<file path="config.mk">
export PLATFORM = sky130hd
export DESIGN_NAME = pipe_stage_reg
export DESIGN_NICKNAME = d
export VERILOG_FILES = /design/src/rtl/pipe_stage_reg.sv
export SDC_FILE = /design/constraint.sdc
export NUM_CORES = 1
export LEC_CHECK = 0
export CAP_MARGIN = 20
export CELL_PAD_IN_SITES_DETAIL_PLACEMENT = 0
export CELL_PAD_IN_SITES_GLOBAL_PLACEMENT = 2
export CORE_MARGIN = 2
export CORE_UTILIZATION = 35
export DETAILED_ROUTE_END_ITERATION = 6
export PLACE_DENSITY_LB_ADDON = 0.1
export SETUP_SLACK_MARGIN = 0.15
export SLEW_MARGIN = 20
export SYNTH_ARGS = -nofsm -noshare
export SYNTH_HDL_FRONTEND = slang
export SYNTH_SLANG_ARGS = --single-unit
</file>
<file path="constraint.sdc">
create_clock -name clk -period 1.8 [get_ports clk]
set_input_delay 0.36 -clock clk [delete_from_list [all_inputs] [get_ports clk]]
set_output_delay 0.36 -clock clk [all_outputs]
set_load 0.005 [all_outputs]
</file>
<file path="src/rtl/pipe_stage_reg.sv">
// Elastic pipeline stage register: a main entry plus a skid entry, valid/ready handshake, and a flush that injects bubbles.
// Optional stall counter: define PIPE_STAGE_STALL_CNT_EN to add the stall_cnt output.
module pipe_stage_reg #(
  parameter int unsigned          PC_W       = 32,
  parameter int unsigned          PAYLOAD_W  = 32,
  parameter logic [PAYLOAD_W-1:0] BUBBLE_VAL = '0
) (
  input  logic                 clk,
  input  logic                 rst_n,
  input  logic                 flush,
  input  logic                 in_valid,
  output logic                 in_ready,
  input  logic [PC_W-1:0]      in_pc,
  input  logic [PAYLOAD_W-1:0] in_payload,
  output logic                 out_valid,
  input  logic                 out_ready,
  output logic [PC_W-1:0]      out_pc,
  output logic [PAYLOAD_W-1:0] out_payload
`ifdef PIPE_STAGE_STALL_CNT_EN
  ,
  output logic [15:0]          stall_cnt
`endif
);

  logic                 main_v;
  logic [PC_W-1:0]      main_pc;
  logic [PAYLOAD_W-1:0] main_payload;
  logic                 skid_v;
  logic [PC_W-1:0]      skid_pc;
  logic [PAYLOAD_W-1:0] skid_payload;

  logic accept;
  logic drain;

  // in_ready depends only on the skid flop, so out_ready never reaches it combinationally.
  assign in_ready  = ~skid_v;
  assign accept    = in_valid & ~skid_v;
  assign drain     = main_v & out_ready;

  assign out_valid   = main_v;
  assign out_pc      = main_v ? main_pc : '0;
  assign out_payload = main_v ? main_payload : BUBBLE_VAL;

  always_ff @(posedge clk or negedge rst_n) begin
    if (!rst_n) begin
      main_v       <= 1'b0;
      main_pc      <= '0;
      main_payload <= BUBBLE_VAL;
      skid_v       <= 1'b0;
      skid_pc      <= '0;
      skid_payload <= BUBBLE_VAL;
    end else if (flush) begin
      main_v <= 1'b0;
      skid_v <= 1'b0;
    end else if (!main_v || drain) begin
      if (skid_v) begin
        // The skid entry is older than anything on the input, so it moves up first.
        main_v       <= 1'b1;
        main_pc      <= skid_pc;
        main_payload <= skid_payload;
        skid_v       <= accept;
        if (accept) begin
          skid_pc      <= in_pc;
          skid_payload <= in_payload;
        end
      end else begin
        main_v <= accept;
        if (accept) begin
          main_pc      <= in_pc;
          main_payload <= in_payload;
        end
      end
    end else if (accept) begin
      skid_v       <= 1'b1;
      skid_pc      <= in_pc;
      skid_payload <= in_payload;
    end
  end

`ifdef PIPE_STAGE_STALL_CNT_EN
  logic [15:0] stall_cnt_q;

  // A flush cycle is not counted as a stall because out_ready is ignored then.
  always_ff @(posedge clk or negedge rst_n) begin
    if (!rst_n) begin
      stall_cnt_q <= 16'h0000;
    end else if (main_v && !out_ready && !flush && stall_cnt_q != 16'hFFFF) begin
      stall_cnt_q <= stall_cnt_q + 16'h0001;
    end
  end

  assign stall_cnt = stall_cnt_q;
`endif

endmodule

</file>
==> impl_metrics.tcl, run 1 <==
set metrics [dict create \
    final_cell_mix "131 x mux2_2, 128 x dfrtp_1, 104 x clkdlybuf4s50_1" \
    syn_area_sq_um 6041 \
    final_common_cell "mux2_2" \
    path_cells "buf_12, and2_1, clkdlybuf4s50_1" \
    synthMuxAreaShare_pct 35.79 \
    wl_per_cell_um 19.16 \
    crit_fanout 34 \
    r2r_cells 7 \
    finalPower_mw 9.856 \
    cts_max_level 4 \
    cts_buffers 17 \
    cts_num_sinks 130 \
    rsz0062_at_grt "true" \
    remaining_drc_errors 0 \
    cp-start-kind "flip-flop" \
    arrival_ps 1730 \
    synth-compound-area-share_pct 0.08285 \
    path_delay_family "buffers and inverters" \
    maxSlewViolCount 0 \
    antenna_found_initial 0 \
    yosysWarnings 0 \
    crit_type "flip-flop to primary output" \
    totalWireLength_um 15980 \
    dp_hpwl_um 9323 \
    async_flop_share_pct 100.0 \
    io_pins 135 \
    synth-xor-area-share_pct 0 \
    initial_core_util_pct 35.42 \
    synth_fp_nets 490 \
    worst_hold_slack_ps 424.8 \
    fillers 1476 \
    final.setup.tns_ps -10230 \
    clk_latency_ps 410 \
    syn_to_final_growth_pct 53.56 \
    diodes 0 \
    drtIter0Drc 84 \
    firstDrtPassIters 4 \
    maxCapViolCount 0 \
    grt-ovfl-total 0 \
    hp-class "primary input to asynchronous set/reset pin" \
    dominantRegCellSynth "dfrtp_1" \
    synth_top_family_by_area "multiplexers" \
    slew_headroom_pct 72.21 \
    nets 666 \
    fin_skew_ps 7.193 \
    place.gp.congestion 0.7307 \
    viasPerCell 4.773 \
    power.density_nw_per_um2 1063 \
    drive_gt1_share_pct 47.78 \
    synth-seq-cells 130 \
    cts.reportedPaths.clkPinSlew_ps 60 \
    synth-edff-count 0 \
    fmax_ghz 0.4776 \
    fp.dieH_um 135.4 \
    cts_tree "yes" \
    r2r_slack_ps 40 \
    power_leakage_nw 4.218 \
    synthAdderAreaFrac_pct 0 \
    cts-root-buf "clkbuf_16" \
    core_area_sq_um 17060 \
    ant_nets 0 \
    slowest_stage "clkdlybuf4s50_1" \
    cp-end-kind "primary output" \
    grt_use_total_pct 17.11 \
    reg2reg_to "main_pc[7]" \
    worst_slack_ps -293.6 \
    fin_crit_ps 2094 \
    grt_pass1_vias 4271 \
    synth.distinct_cells 15 \
    critPathBufInv 2 \
    critPathMaxStageDelay_ps 510 \
    port_buffers 134 \
    r2r-start "out_valid" \
    crit_required_ps 1440 \
    grt_start_max_net_pins 41 \
    grt_first_pass_wirelength_um 23530 \
    die_w_um 135.4 \
    yosysSeqAreaShare_pct 53.85 \
    num_vias 3981 \
    worstMarginPinSlew_ps 416.9 \
    hold_viol_final 0 \
    num_rows 48 \
    violations "setup timing" \
    yosys.area_share.simple_pct 7.601 \
    pre_cts_slack_ps -221.1 \
    syn_inst 421 \
    avgSynthCellArea_sq_um 14.35 \
    ctsLongestPathBuffers 2 \
    final-setup-viol-count 55 \
    worst_ir_drop_vdd_v 0.0006953 \
    die_area_sq_um 18330 \
    status "finished with violations" \
    final.period_utilization_pct 116.3 \
]
stage by stage:
| stage | utilization, % | cell area, sq um | cells |
|---|---|---|---|
| after CTS | 51.73 | 8823 | 819 |
| after detailed placement | 45.84 | 7819 | 778 |
| after global placement | 45.84 | 7819 | 778 |
| after global routing | 54.39 | 9276 | 834 |
| final | 54.39 | 9276 | 834 |
| after floorplan | - | 6041 | 421 |
logic make-up after synthesis:
family / count (synthesis)
AOI/OAI and AO/OA: 1
buffers and inverters: 27
DFF: 130
muxes: 192
and+or+nand+nor: 71
cells in the mapped netlist (2+ instances only):
master	count	area, sq um
nor2_1	2	7.510
mux2_1	16	180.2
dfrtp_1	130	3253
mux2_2	176	1982
clkbuf_1	8	30.03
and2_1	64	400.4
buf_2	12	60.06
buf_6	6	67.56
routing by layer:
metal	vias up	wire (um)	track usage, %
li1	1825	-	-
met1	2050	6889	21.33
met2	91	8119	28.71
met3	15	746	4.901
met4	0	226	5.613
met5	-	0	0
worst max-delay path by stage:
stage               startpoint               end  cells after the start  slack [ps]
floorplan            out_valid  main_payload[10]                      4         210
global placement     out_ready  main_payload[18]                      5        -200
detailed placement   out_ready  main_payload[17]                      5        -220
CTS                  out_valid        out_pc[13]                      3        -350
global route         out_valid        out_pc[15]                      3        -380
finish               out_valid        out_pc[13]                      3        -290
layout make-up:
cell class	instances	area, sq um	share of cell area, %
Clock buffer	20	456.7	4.923
Timing Repair Buffer	182	2142	23.09
Sequential cell	130	3256	35.10
Tap cell	225	281.5	3.035
Inverter	1	3.754	0.04046
Multi-Input combinational cell	265	2882	31.06
Clock inverter	11	255.2	2.752
flip-flops by register name (all words and copies together), names as in the netlist:
name,flops
skid_payload,32
main_pc,32
skid_v,1
out_valid,1
main_payload,32
skid_pc,32
repair_timing:
item,CTS,global route
setup endpoints to repair,85,129
pin swaps,1,2
hold buffers,1,0
setup buffers,6,7
resized for setup,60,80
gates cloned,3,8
hold endpoints to repair,24,0
where the power goes:
part | internal [mW] | switching [mW]
Sequential | 3.57 | 0.307
Clock | 2.94 | 1.25
Combinational | 1.24 | 0.551
worst register-to-register path, stage by stage, from the launching register on:
cell	delay [ps]
dfrtp_2	450
buf_4	150
nor2b_4	130
nor3_4	140
buf_12	160
buf_12	120
clkbuf_16	170
mux2_2	330
No activity file was read; power rests on OpenSTA's default activity.
==> run 2: changes to the inputs <==
--- a/config.mk
+++ b/config.mk
@@ -5,7 +5,7 @@
 export SDC_FILE = /design/constraint.sdc
 export NUM_CORES = 1
 export LEC_CHECK = 0
-export CAP_MARGIN = 20
+export CAP_MARGIN = 25
 export CELL_PAD_IN_SITES_DETAIL_PLACEMENT = 0
 export CELL_PAD_IN_SITES_GLOBAL_PLACEMENT = 2
 export CORE_MARGIN = 2
==> results of run 2 <==
No change in the layout: final DEF, timing and power equal those of run 1.
